**src/rtl/uart_cmd_decoder_pkg.sv**
```systemverilog
// Shared text-mode constants and decoder state encoding, also used by the text buffer
// and the character renderer.
package uart_cmd_decoder_pkg;

  localparam int unsigned COLS        = 80;
  localparam int unsigned ROWS        = 30;
  localparam int unsigned ADDR_W      = 12;
  localparam int unsigned TIMEOUT_CYC = 21700;

  typedef enum logic [1:0] {
    S_COL   = 2'd0,
    S_ROW   = 2'd1,
    S_CHAR  = 2'd2,
    S_WRITE = 2'd3
  } state_t;

  // row*80 + col built from shifts: row*64 + row*16 + col
  function automatic logic [ADDR_W-1:0] cell_addr(input logic [7:0] col, input logic [7:0] row);
    logic [ADDR_W-1:0] w_row;
    w_row = ADDR_W'(row);
    return (w_row << 6) + (w_row << 4) + ADDR_W'(col);
  endfunction

endpackage

```
**src/rtl/uart_cmd_decoder_cmd_timeout.sv**
```systemverilog
// Inter-byte watchdog: a down-counter reloaded on clear, decremented while enabled,
// flagging expiry when it has run out.
module cmd_timeout #(
  parameter int unsigned TIMEOUT_CYC = 21700
) (
  input  logic clk_i,
  input  logic rst_i,
  input  logic clr_i,
  input  logic en_i,
  output logic expired_o
);

  localparam int unsigned CNT_W = $clog2(TIMEOUT_CYC);
  localparam logic [CNT_W-1:0] LOAD_VAL = CNT_W'(TIMEOUT_CYC - 1);

  logic [CNT_W-1:0] r_cnt;

  always_ff @(posedge clk_i or posedge rst_i) begin
    if (rst_i) begin
      r_cnt <= LOAD_VAL;
    end else if (clr_i) begin
      r_cnt <= LOAD_VAL;
    end else if (en_i && (r_cnt != '0)) begin
      r_cnt <= r_cnt - 1'b1;
    end
  end

  // A clear in the same cycle means a byte arrived, so it never counts as expiry
  assign expired_o = en_i && !clr_i && (r_cnt == '0);

endmodule

```
**src/rtl/uart_cmd_decoder.sv**
```systemverilog
// Assembles {column, row, ASCII} byte triplets from the UART into single writes to the
// 80x30 text buffer, with range checking and framing resync on timeout or frame error.
module uart_cmd_decoder
  import uart_cmd_decoder_pkg::*;
(
  input  logic              clk_i,
  input  logic              rst_i,
  input  logic [7:0]        rx_data_i,
  input  logic              rx_valid_i,
  input  logic              rx_err_i,
  input  logic              wr_ready_i,
  output logic              wr_en_o,
  output logic [ADDR_W-1:0] wr_addr_o,
  output logic [7:0]        wr_data_o,
  output logic              err_o,
  output logic              ovf_o,
  output logic [1:0]        state_o
);

  // Write handshake: a write transfers on any rising edge where wr_en_o && wr_ready_i;
  // while wr_en_o is high and wr_ready_i is low, wr_addr_o and wr_data_o hold stable,
  // and wr_en_o never drops before the transfer except on reset.

  state_t     r_state;
  logic [7:0] r_col;
  logic [7:0] r_row;

  logic w_tmo_en;
  logic w_tmo_clr;
  logic w_expired;
  logic w_in_range;

  assign w_tmo_en   = (r_state == S_ROW) || (r_state == S_CHAR);
  assign w_tmo_clr  = rx_valid_i || rx_err_i || !w_tmo_en;
  assign w_in_range = (r_col < 8'(COLS)) && (r_row < 8'(ROWS));
  assign state_o    = r_state;

  cmd_timeout #(
    .TIMEOUT_CYC(TIMEOUT_CYC)
  ) u_cmd_timeout (
    .clk_i     (clk_i),
    .rst_i     (rst_i),
    .clr_i     (w_tmo_clr),
    .en_i      (w_tmo_en),
    .expired_o (w_expired)
  );

  always_ff @(posedge clk_i or posedge rst_i) begin
    if (rst_i) begin
      r_state   <= S_COL;
      r_col     <= '0;
      r_row     <= '0;
      wr_en_o   <= 1'b0;
      wr_addr_o <= '0;
      wr_data_o <= '0;
      err_o     <= 1'b0;
      ovf_o     <= 1'b0;
    end else begin
      err_o <= 1'b0;
      ovf_o <= 1'b0;
      case (r_state)
        S_COL: begin
          if (rx_err_i) begin
            err_o <= 1'b1;
          end else if (rx_valid_i) begin
            r_col   <= rx_data_i;
            r_state <= S_ROW;
          end
        end
        S_ROW: begin
          if (rx_err_i) begin
            err_o   <= 1'b1;
            r_state <= S_COL;
          end else if (rx_valid_i) begin
            r_row   <= rx_data_i;
            r_state <= S_CHAR;
          end else if (w_expired) begin
            err_o   <= 1'b1;
            r_state <= S_COL;
          end
        end
        S_CHAR: begin
          if (rx_err_i) begin
            err_o   <= 1'b1;
            r_state <= S_COL;
          end else if (rx_valid_i) begin
            if (w_in_range) begin
              wr_addr_o <= cell_addr(r_col, r_row);
              wr_data_o <= rx_data_i;
              wr_en_o   <= 1'b1;
              r_state   <= S_WRITE;
            end else begin
              err_o   <= 1'b1;
              r_state <= S_COL;
            end
          end else if (w_expired) begin
            err_o   <= 1'b1;
            r_state <= S_COL;
          end
        end
        S_WRITE: begin
          // Frame errors are ignored here: the command is already complete
          if (rx_valid_i) begin
            ovf_o <= 1'b1;
          end
          if (wr_en_o && wr_ready_i) begin
            wr_en_o <= 1'b0;
            r_state <= S_COL;
          end
        end
        default: r_state <= S_COL;
      endcase
    end
  end

endmodule
```
**config.mk**
```make
export PLATFORM = sky130hd
export DESIGN_NAME = uart_cmd_decoder
export DESIGN_NICKNAME = d
export VERILOG_FILES = /design/src/rtl/uart_cmd_decoder_pkg.sv /design/src/rtl/uart_cmd_decoder_cmd_timeout.sv /design/src/rtl/uart_cmd_decoder.sv
export SDC_FILE = /design/constraint.sdc
export NUM_CORES = 1
export LEC_CHECK = 0
export BUFFER_PORTS_ARGS = -buffer_cell sky130_fd_sc_hd__buf_4
export CAP_MARGIN = 20
export CORE_ASPECT_RATIO = 1.2
export CORE_MARGIN = 2
export CORE_UTILIZATION = 55
export CTS_CLUSTER_DIAMETER = 150
export DETAILED_ROUTE_END_ITERATION = 8
export PLACE_DENSITY = 0.83
export SKIP_LAST_GASP = 1
export SLEW_MARGIN = 20
export SYNTH_ARGS = -nofsm -noshare
export SYNTH_HDL_FRONTEND = slang
export SYNTH_SLANG_ARGS = --single-unit
```
**constraint.sdc**
```tcl
create_clock -name clk_i -period 2.9 [get_ports clk_i]
set_input_delay 0.145 -clock clk_i [delete_from_list [all_inputs] [get_ports clk_i]]
set_output_delay 0.145 -clock clk_i [all_outputs]
set_load 0.01 [all_outputs]
```
After elaboration in Yosys (flattened, before gate mapping)
Index checks and enable logic that the tools add are counted.
{"block": "op_classes", "add_sub_neg": 3, "n_mul": 0, "div_mod_pow": 0, "order_cmp": 2, "eq_ne": 9, "n_shift": 0, "n_mux": 27, "bitwise": 1, "n_reduce_logical": 20}
{"cell": "15-bit two-way mux", "count": 2}
{"cell": "2-bit two-way mux", "count": 9}
{"cell": "15-bit logical NOT", "count": 1}
{"cell": "15-bit nonzero test", "count": 1}
{"cell": "15-bit by 1-bit subtractor with 15-bit output (second input constant)", "count": 1}
{"cell": "1-bit two-way mux", "count": 13}
{"cell": "12-bit adder", "count": 1}
{"cell": "12-bit by 8-bit adder with 12-bit output", "count": 1}
{"cell": "2-bit inequality test (second input constant)", "count": 6}
{"cell": "3-bit AND reduction", "count": 3}
{"cell": "8-bit by 5-bit less-than comparator with 1-bit output (second input constant)", "count": 1}
{"cell": "8-bit by 7-bit less-than comparator with 1-bit output (second input constant)", "count": 1}
{"cell": "2-bit case mux with 4 select lines", "count": 1}
{"cell": "1-bit logical AND", "count": 5}
{"cell": "5-bit AND reduction", "count": 1}
{"cell": "2-bit equality test (second input constant)", "count": 2}
{"cell": "4-bit AND reduction", "count": 1}
{"cell": "2-bit nonzero test", "count": 2}
{"cell": "1-bit logical OR", "count": 3}
{"cell": "1-bit case mux with 3 select lines", "count": 1}
{"cell": "2-bit by 1-bit equality test with 1-bit output (second input constant)", "count": 1}
{"cell": "1-bit logical NOT", "count": 2}
{"cell": "2-bit logical NOT", "count": 1}
{"cell": "1-bit case mux with 2 select lines", "count": 1}
{"cell": "1-bit NOT", "count": 1}
{"block": "word_totals", "ff_bits": 56, "latch_bits": 0, "ram_bits": 0, "mem_bits_ro": 0, "input_bits": 13, "output_inout_bits": 25, "wordCells": 71, "memories": 0}

Longest topological paths before layout
Gate-level depths: netlist (run 1).
{"block": "logic_depth", "ltp_word": 11, "mapped_depth": 8, "depth_no_buf": 8}

Hierarchy
From an unflattened synthesis (run 1), not the netlist that was laid out.
{"block": "unflattened", "hier_cells": 259, "hier_area_um2": 2995.4}
{"module": "uart_cmd_decoder", "n_inst": 1, "cells_each": 171, "area_per_inst_um2": 2114.5, "seq_area_each_um2": 1026.0}
{"module": "cmd_timeout", "n_inst": 1, "cells_each": 88, "area_per_inst_um2": 880.8, "seq_area_each_um2": 384.1}

Least setup slack after synthesis (run 1)
Ideal clock, no wire load.
{"block": "synth_timing", "path_type": "flip-flop to flip-flop", "start": "register r_col[6]", "end": "register wr_addr_o[11]", "arrival_time_ns": 2.301, "setup_slack_ns": 0.513, "path_stages_with_launch": 9, "path_buffers": 0, "path_cell_list": "dfrtp_1 inv_1 fa_1 inv_1 fa_1 a211oi_1 o21bai_1 a2111o_1 o211ai_1"}
{"block": "synth_between", "elab_chain_cells": 3, "word_cells_on_any_way": 4}
{"element": "start: declaration", "line": "uart_cmd_decoder.sv:25", "source": "logic [7:0] r_col;"}
{"element": "start signal: assignment", "line": "uart_cmd_decoder.sv:66", "source": "r_col <= rx_data_i;"}
{"element": "8-bit by 7-bit less-than comparator with 1-bit output", "line": "uart_cmd_decoder.sv:35", "source": "assign w_in_range = (r_col < 8'(COLS)) && (r_row < 8'(ROWS));"}
{"element": "1-bit logical AND", "line": "uart_cmd_decoder.sv:35"}
{"element": "4-bit AND reduction (no source line)"}
{"element": "end signal: assignment", "line": "uart_cmd_decoder.sv:88", "source": "wr_addr_o <= cell_addr(r_col, r_row);"}
{"element": "end: declaration", "line": "uart_cmd_decoder.sv:13", "source": "output logic [ADDR_W-1:0] wr_addr_o,"}
Several ways; a longest one is shown, not always the timed one.
A chain may end at the register's enable or synchronous reset.

Worst setup path after layout (run 1)
Same ends and word-level chain as after synthesis.

==> results.md, run 1 <==
- Run status: finished, final reports clean
- First-pass GRT wire length: 9530 um
- CTS Buf Count: 5
- IO Count: 38
- Final ANT Viol Nets: 0
- Min-Delay Path Depth: 2
- Area of the mapped netlist: approximately 0.0029 mm^2
- DIE HEIGHT: 83.8 um
- Required time of the critical path: 3.13 ns
- Synth area leader: dfrtp_1
- Compound-cell area share of the yosys netlist: 11.6%
- Final worst setup slack: 0.378 ns
- Worst hold path class: in2reg
- Synth Area in XOR/XNOR: 1.20%
- Multiplexer share of the synthesized area: 12.7%
- Critical path class: reg2reg
- Worst Reg2Reg Path Length in Cells: 8
- Placer Congestion: around 0.82
- Initial Util: 56.3%
- Number of port buffers: 37
- Setup TNS: 0 ns
- Vias: 2,072
- Synth area leaders: dfrtp_1, mux2_2, ha_1
- CTS Buffer Depth: 2
- CTS root buffer: clkbuf_8
- Post-place setup slack: ~0.4 ns
- Fin. Hold Viols: 0
- Synth cell types: 52
- CP arrival: 2.76 ns
- Post-synth ARST share: 100%
- Overflow after GRT: 0
- Adder-Cell Fraction of Synth Area: 9.34%
- Routed wire per std cell: 15.5 um
- Max cap viols: 0
- Post-synthesis cell count: 250
- Hold slack: 0.0831 ns
- DRC Markers: 0
- Total core area: 0.00519 mm^2
- Clock-pin slew on the worst setup and hold paths: 0.10 ns
- Synth Flop Type: dfrtp_1
- Layout area overhead: 15.3%
- EDFF count, synth: 0
- Die X: roughly 71 um
- Synthesis Warnings: 0
- Synth Area per Inst: 11.7 um^2
- Final clock skew: approximately 0.0063 ns
- # nets final: ~320
- FMAX: 0.396 GHz
- Post-DP HPWL: 4050 um
- Commonest non-fill, non-tap cell in the layout: dfrtp_1
- Leak: 1.54 nW
- H-tree levels: 2
- Post-route clock period utilization: 87.0%
- RSZ-0062 raised after global routing: false
- Synth Area in Simple Gates: 14.4%
- Vias in the first global route: ~2,100
- Share of the synthesized area in the top cell type: 42.0%
- Core Rows: 29
- Routed wire length: around 5500 um
- Power Dens Cells: 857 mW/mm^2
- Slew margin rel.: around 55%
- Diode count: 0
- Startpoint class of the critical path: flip-flop
- Peak fanout along the critical path: 3
- Setup-failing EPs final: 0
- Tmin final: 2.52 ns
- Register area share after synthesis: 48.3%
- Via density: roughly 5.9
- Worst Tran Pin Value: 0.673 ns
- CTS tree: built
- Clk sinks: 56
- Largest family of logic cells by synthesized area: simple AND/OR/NAND/NOR gates
- Net Count, Synth: 283
- Crit. End Element: flip-flop
- Worst vdd ir: roughly 540 uV
- Total GRT Usage: 20.1%
- Final slew viol count: 0
- DR iter-0 viols: 86
- Power, Total: 2.88 mW
- Largest net degree at the start of global routing: 33
- Initial antenna violation count: 0
- Drt pass-1 iters: 4
- Layout cells sized above 1: 32.9%
- Commonest cells after routing, fill and taps aside: dfrtp_1, buf_4, mux2_2, ha_1, o21ai_0
- Area of the die: 0.00591 mm^2
- Seq cells post-synth: 56
- Setup repair bufs after CTS: 0
- Worst-Skew Late Latency: 0.31 ns
## routing by layer
layer  GRT usage [%]  part of all wire, %  vias up
li1                -                    -     1012
met3            3.38                  3.0        8
met5               0                    0        -
met4            6.29                  1.5        0
met1            25.2                   42     1019
met2            35.2                   54       33
## power breakdown
part | switching (mW) | internal, mW | total (mW)
clock | 0.249 | 0.172 | 0.421
sequential | 0.155 | 0.975 | 1.13
combinational | 0.695 | 0.639 | 1.33
total | 1.10 | 1.79 | 2.88
## kinds of logic after synthesis
logic type                 after synthesis
AOI/OAI and AO/OA                       50
muxes                                   33
buffers and inverters                   18
xor gates and xnor gates                 4
adders and majority gates               20
and+or+nand+nor                         69
DFF                                     56
## through the flow
stage                     std cells  util (%)  cell area (um^2)
after floorplan                 250         -              2920
after global placement          345      63.0              3270
after detailed placement        345      63.0              3270
after CTS                       354      64.9              3370
after global routing            354      64.9              3370
final                           354      64.9              3370
## cell usage after synthesis, drive strengths merged, types with 3 or more instances
cell      n
dfstp     7
mux2     32
nor3      4
buf       3
xnor2     3
nand2b    3
or3b      3
nor4      6
nand3     3
o211ai    3
dfrtp    49
o21ai    13
o2bb2ai   3
ha       17
nand2    11
and2      3
or3      10
clkbuf    4
a21oi     9
a21o      3
inv      11
or4       5
nor2      9
nand4     3
a211oi    4
fa        3
## timing repair
item | in CTS | in global routing
hold buffers | 1 | 0
setup endpoints to repair | 0 | 0
hold endpoints to repair | 24 | 0
resized for setup | 0 | 0
## path summary, 6_finish.rpt
kind | startpoint | slack, ns | to
min reg2reg | r_col[3] | 0.51 | wr_addr_o[3]
max | r_col[6] | 0.38 | wr_addr_o[11]
max in group asynchronous | rst_i | 1.65 | r_row[7]
max reg2reg | r_col[6] | 0.38 | wr_addr_o[11]
min in group asynchronous | rst_i | 0.49 | u_cmd_timeout.r_cnt[9]
min | rx_data_i[3] | 0.08 | r_col[3]
## final cells by class
class / instances / area (um^2)
Clock buffer: 6 / 72.6
Inverter: 11 / 41.3
Clock inverter: 2 / 16.3
Fill cell: 426 / 1820
Multi-Input combinational cell: 176 / 1440
Sequential cell: 56 / 1410
Tap cell: 62 / 77.6
Timing Repair Buffer: 41 / 310
## worst max-delay path, stage by stage (launching register included)
cell and delay [ns]:
dfrtp_1 0.37, inv_1 0.07, fa_1 0.53, inv_1 0.07, fa_1 0.48, a211oi_1 0.29, o21bai_1 0.14, a2111o_1 0.42
o211ai_1 0.09
## sequential cells by signal (all words and copies together), names as in the netlist
| register | flops |
|---|---|
| ovf_o | 1 |
| wr_addr_o | 12 |
| wr_data_o | 8 |
| r_row | 8 |
| u_cmd_timeout.r_cnt | 15 |
| err_o | 1 |
| r_col | 8 |
| state_o | 2 |
| wr_en_o | 1 |
Power figures use the tool's default switching activity.
==> inputs of run 2 (changes only) <==
--- a/config.mk
+++ b/config.mk
@@ -5,12 +5,12 @@
 export SDC_FILE = /design/constraint.sdc
 export NUM_CORES = 1
 export LEC_CHECK = 0
+export ABC_AREA = 1
 export BUFFER_PORTS_ARGS = -buffer_cell sky130_fd_sc_hd__buf_4
 export CAP_MARGIN = 20
 export CORE_ASPECT_RATIO = 1.2
 export CORE_MARGIN = 2
 export CORE_UTILIZATION = 55
-export CTS_CLUSTER_DIAMETER = 150
 export DETAILED_ROUTE_END_ITERATION = 8
 export PLACE_DENSITY = 0.83
 export SKIP_LAST_GASP = 1
==> run 2 against run 1 <==
  * Clock skew fell by 0.0013 ns
  * Utilization increased by 0.67 points
  * Sequential cell count unchanged
  * Total power increased by 16%
  * Count of clock-buffer cells in the layout is 1 higher
  * Final cell count is 40% higher
  * Global-route usage increased by 2.0 points
  * Synthesized cell count grew 57%
  * Setup slack improved by 0.42 ns
  * First-iteration DRC count rose by 67%
  * Largest cell class unchanged
  * Highest routed layer unchanged
==> results.md, run 2 <==
- Worst vdd ir: between 700 and 800 uV
- Largest net degree at the start of global routing: 35
- Area of the die: 0.00624 mm^2
- Routed wire length: 6200 um
- Initial antenna violation count: 0
- Run status: finished, final reports clean
- Setup TNS: 0 ns
- DR iter-0 viols: around 140
- Crit. End Element: flip-flop
- Post-place setup slack: ~0.83 ns
- Post-DP HPWL: 4570 um
- Synth top cells by count: nand2_1, inv_1, dfrtp_1
- Final ANT Viol Nets: 0
- Clk sinks: between 50 and 60
- Layout cells sized above 1: ~15%
- Synth Area per Inst: 7.88 um^2
- DIE HEIGHT: 86.1 um
- Critical path class: reg2reg
- Hold Path End: wr_en_o
- Power Dens Cells: about 950 mW/mm^2
- Delay-heaviest family, CP: adder cells
- First-pass GRT wire length: 11,000 um
- Worst hold path class: in2reg
- IO Count: 38
- Max reg flops: 15
- Top flop regs: u_cmd_timeout.r_cnt (15), wr_addr_o (12)
- Leak: 1.99 nW
- Total GRT Usage: 22.1%
- Startpoint class of the critical path: flip-flop
- Post-route clock period utilization: between 70% and 80%
- Routed wire per std cell: 12.5 um
- Synthesis Warnings: 0
- CTS Buffer Depth: 2
- Worst Tran Pin Value: roughly 0.68 ns
- Post-CTS sizing: 0
- Required time of the critical path: 3.11 ns
- # nets final: 465
- CTS root buffer: clkbuf_8
- Critical-path top delay cell: fa_1
- RR Endpoint: wr_addr_o[10]
- Diode count: 0
- # hold bufs at CTS: 1
- Total core area: 0.00537 mm^2
- Most frequent cell after synthesis: nand2_1
- Vias in the first global route: 2,455
- EDFF count, synth: 0
- Commonest non-fill, non-tap cell in the layout: nand2_1
- Final slew viol count: 0
- Slew margin rel.: ~54%
- Peak fanout along the critical path: 6
- Net Count, Synth: 425
- Synth cell types: 28
- Final worst setup slack: 0.803 ns
- Die X: 72.4 um
- Final instance area: 0.00352 mm^2
- Min-Delay Path Depth: 4
- Post-synthesis cell count: 392
- CP arrival: 2.31 ns
- Seq cells post-synth: 56
- Number of port buffers: 37
- Tmin final: between 2 and 2.5 ns
- Placer Congestion: 0.920
- Crit-path cells: fa_1 > ha_1 > a21oi_1 > or2_2 > nand3_1 > nand2_1 > nand3_1 > nand2_1
- Core Rows: 29
- Synth area leader: dfrtp_1
- Worst Reg2Reg Path Length in Cells: 8
- Synth area leaders: dfrtp_1, nand2_1, inv_1
- Via density: 5.18
- R2r setup slk: 0.80 ns
- Largest register by flop count: u_cmd_timeout.r_cnt
- Layout Utilization: 65.6%
- Fin. Hold Viols: 0
- FMAX: 0.477 GHz
- CP peak stage delay: between 0.5 and 0.6 ns
- CTS tree: built
- Post-synth ARST share: 100%
- Share of the synthesized area in the top cell type: about two fifths
- Crit path buf inv count: 0
- Overflow after GRT: 0
- H-tree levels: 2
- Register area share after synthesis: about 46%
- Power, Total: 3.35 mW
- Dpl cell area: 0.00342 mm^2
- Initial Util: 57.5%
- Vias: 2,564
- CTS Buf Count: 5
- Drt pass-1 iters: 5
- FF-to-FF Start: r_col[7]
- Worst-Skew Late Latency: between 0.3 and 0.4 ns
- Hold wc startpoint: wr_ready_i
- RSZ-0062 raised after global routing: false
- Setup-failing EPs final: 0
- Synth Flop Type: dfrtp_1
- Commonest cells after routing, fill and taps aside: nand2_1, inv_1, dfrtp_1, buf_4, nor2_1
- Clock-pin slew on the worst setup and hold paths: ~0.09 ns
- Setup repair bufs after CTS: 0
- Final clock skew: 0.00498 ns
- DRC Markers: 0
- Area of the mapped netlist: 0.00309 mm^2
- Max cap viols: 0
- Layout area overhead: 13.9%
==> run 2: layer usage <==
metal | routed length, um | up-vias | track usage, %
li1 | - | 1310 | -
met4 | 108 | 0 | 6.40
met2 | 3150 | 60 | 38.5
met5 | 0 | - | 0
met1 | 2700 | 1187 | 28.2
met3 | 246 | 7 | 3.64
==> run 2: worst max path at each step <==
stage | end | cells after the start | from
after floorplan | wr_addr_o[10] | 8 | r_col[7]
after global placement | wr_addr_o[9] | 8 | r_row[2]
after detailed placement | wr_addr_o[9] | 8 | r_row[2]
after CTS | wr_addr_o[10] | 8 | r_col[7]
after global routing | u_cmd_timeout.r_cnt[9] | 9 | u_cmd_timeout.r_cnt[0]
final | wr_addr_o[10] | 8 | r_col[7]
==> run 2: final cells by class <==
cell class / count / area (um^2)
Tap cell: 62 / 77.6
Multi-Input combinational cell: 269 / 1410
Inverter: 60 / 225
Timing Repair Buffer: 40 / 303
Clock buffer: 7 / 86.3
Fill cell: 462 / 1850
Clock inverter: 1 / 7.51
Sequential cell: 56 / 1410
==> run 2: where the power goes <==
group / internal [mW] / switching, mW
Sequential: 1.06 / 0.210
Clock: 0.195 / 0.251
Combinational: 0.698 / 0.939
==> run 2: stage by stage <==
step / hold slack [ns] / cells
after CTS: 0.0795 / 495
after detailed placement: 0.296 / 486
after global placement: 0.295 / 486
after global routing: 0.104 / 495
after floorplan: 0.249 / 392
final: 0.0785 / 495
==> run 2: worst reg2reg max path, cell delays in order, from the launching register on <==
cell and delay, ns:
dfrtp_1 0.43, fa_1 0.51, ha_1 0.42, a21oi_1 0.11
or2_2 0.29, nand3_1 0.07, nand2_1 0.05, nand3_1 0.06
nand2_1 0.05
==> run 2: logic make-up after synthesis <==
kind of cell / synth area share (%)
XOR/XNOR: 1.98
AND/OR/NAND/NOR: 27.9
flip-flops: 45.6
buffers and inverters: 8.70
adder cells (fa/ha/maj): 8.83
AO/OA/AOI/OAI: 7.00
==> inputs of run 3 (changes only) <==
==> constraint.sdc (replaced) <==
create_clock -name clk_i -period 2 [get_ports clk_i]
set_input_delay 0.1 -clock clk_i [delete_from_list [all_inputs] [get_ports clk_i]]
set_output_delay 0.1 -clock clk_i [all_outputs]
set_load 0.01 [all_outputs]
==> run 3 against run 2 <==
  * Utilization increased by 2.7 points
  * First-iteration DRC count increased by 17%
  * Setup slack got worse by 0.75 ns
  * Die area unchanged
  * Clock power increased by 45%
  * Register-to-register slack got worse by 0.75 ns
  * Non-clock buffer count increased by 14
  * Cell area increased by 4.2%
  * Critical path depth unchanged
  * Total power increased by 59%
  * Sequential share of layout area decreased by 1.6 points
==> results.md, run 3 (synthesized netlist as in run 2, its figures left out) <==
- Layout area overhead: 18.7%
- Peak fanout along the critical path: 4
- Routed wire per std cell: 12.8 um
- Largest net degree at the start of global routing: between 50 and 60
- Power Dens Cells: 1450 mW/mm^2
- Worst Tran Pin Value: 0.681 ns
- First-pass GRT wire length: 11,300 um
- RSZ-0062 raised after global routing: true
- Post-place setup slack: -0.00305 ns
- Worst hold path class: in2reg
- Overflow after GRT: 0
- H-tree levels: 2
- Fin. Hold Viols: 0
- Slew margin rel.: about 55%
- Hold slack: between 0.03 and 0.04 ns
- Setup-failing EPs final: 0
- Max reg flops: 15
- Top flop regs: u_cmd_timeout.r_cnt (15), wr_addr_o (12)
- Final Non-Filler Cells: 509
- Commonest cells after routing, fill and taps aside: nand2_1, inv_1, buf_4, dfrtp_1, nor2_1
- Placer Congestion: 0.893
- CP arrival: roughly 2.2 ns
- Total GRT Usage: 22.5%
- Initial Util: 57.5%
- FMAX: 0.514 GHz
- Tmin final: 1.94 ns
- Critical-path top delay cell: fa_1
- Drt pass-1 iters: 5
- Worst-Skew Late Latency: ~0.31 ns
- IO Count: 38
- Worst vdd ir: 900 uV
- Layout cells sized above 1: about 20%
- CP startpoint: r_row[1]
- # nets final: 479
- Core Rows: 29
- DRC Markers: 0
- Run status: finished, final reports clean
- Post-route clock period utilization: 97.2%
- DIE HEIGHT: 86.1 um
- DR iter-0 viols: 168
- Final worst setup slack: 0.0552 ns
- Die X: ~72 um
- Setup TNS: 0 ns
- Commonest non-fill, non-tap cell in the layout: nand2_1
- Via density: 5.15
- Startpoint class of the critical path: flip-flop
- CTS tree: built
- Post-DP HPWL: 4740 um
- Critical path class: reg2reg
- Area of the die: just over 0.006 mm^2
- Clk sinks: 56
- Final instance area: 0.00367 mm^2
- CP peak stage delay: 0.54 ns
- Power, Total: 5.34 mW
- CTS root buffer: clkbuf_8
- Final slew viol count: 0
- Routed wire length: 6500 um
- Largest register by flop count: u_cmd_timeout.r_cnt
- Diode count: 0
- Initial antenna violation count: 0
- Vias: around 2,600
- Max cap viols: 0
- Layout Utilization: 68.3%
- Hold wc startpoint: wr_ready_i
- CTS Buf Count: 5
- CTS Buffer Depth: 2
- Total core area: 0.00537 mm^2
- Leak: 2.06 nW
- Number of port buffers: 37
- Crit. End Element: flip-flop
- Final clock skew: 0.00910 ns
- FF-to-FF Start: r_row[1]
- Post-Place Cells: 496
- Crit-path cells: fa_1 > ha_4 > a21oi_2 > or2_4 > nand3_1 > nand2_1 > nand3_1 > nand2_1
- Dpl cell area: 0.00349 mm^2
- Required time of the critical path: about 2.2 ns
- Final ANT Viol Nets: 0
- Clock-pin slew on the worst setup and hold paths: 0.09 ns
- Vias in the first global route: around 2,600
-- run 3: worst max-delay path, delay by kind of cell (launching register included) --
family	cells	cell delay (ns)
AOI/OAI and AO/OA	1	0.06
DFF	1	0.45
and+or+nand+nor	5	0.47
adders and majority gates	2	0.85
-- run 3: layer usage --
metal	up-vias	share of wire, %	track usage (%)
met3	13	3.7	4.35
met2	58	51	39.8
met5	-	0	0
li1	1331	-	-
met1	1217	43	27.6
met4	0	1.9	6.90
-- run 3: worst paths after layout --
kind	endpoint	cells after the start	slack [ns]
max	wr_addr_o[10]	8	0.06
min	wr_en_o	4	0.03
max reg2reg	wr_addr_o[10]	8	0.06
min reg2reg	wr_addr_o[1]	2	0.48
max in group asynchronous	r_row[1]	4	0.98
min in group asynchronous	wr_addr_o[1]	4	0.53
-- run 3: power by group --
part           switching [mW]  internal [mW]
Combinational            1.53           1.34
Clock                   0.365          0.281
Sequential              0.279           1.53
Total                    2.18           3.16
-- run 3: final cells by class --
cell class / count / area (um^2)
fill: 453 / 1700
multi-input combinational: 269 / 1450
sequential: 56 / 1410
timing repair buffer: 54 / 412
inverter: 60 / 225
clock buffer: 6 / 82.6
tap: 62 / 77.6
clock inverter: 2 / 15.0
-- run 3: what timing repair did --
action	CTS	global route
pin swaps	0	6
gates cloned	0	0
endpoints found under the setup margin	2	4
setup buffers	0	4
gates resized for setup	1	8
hold buffers	1	0
hold endpoints to repair	12	0
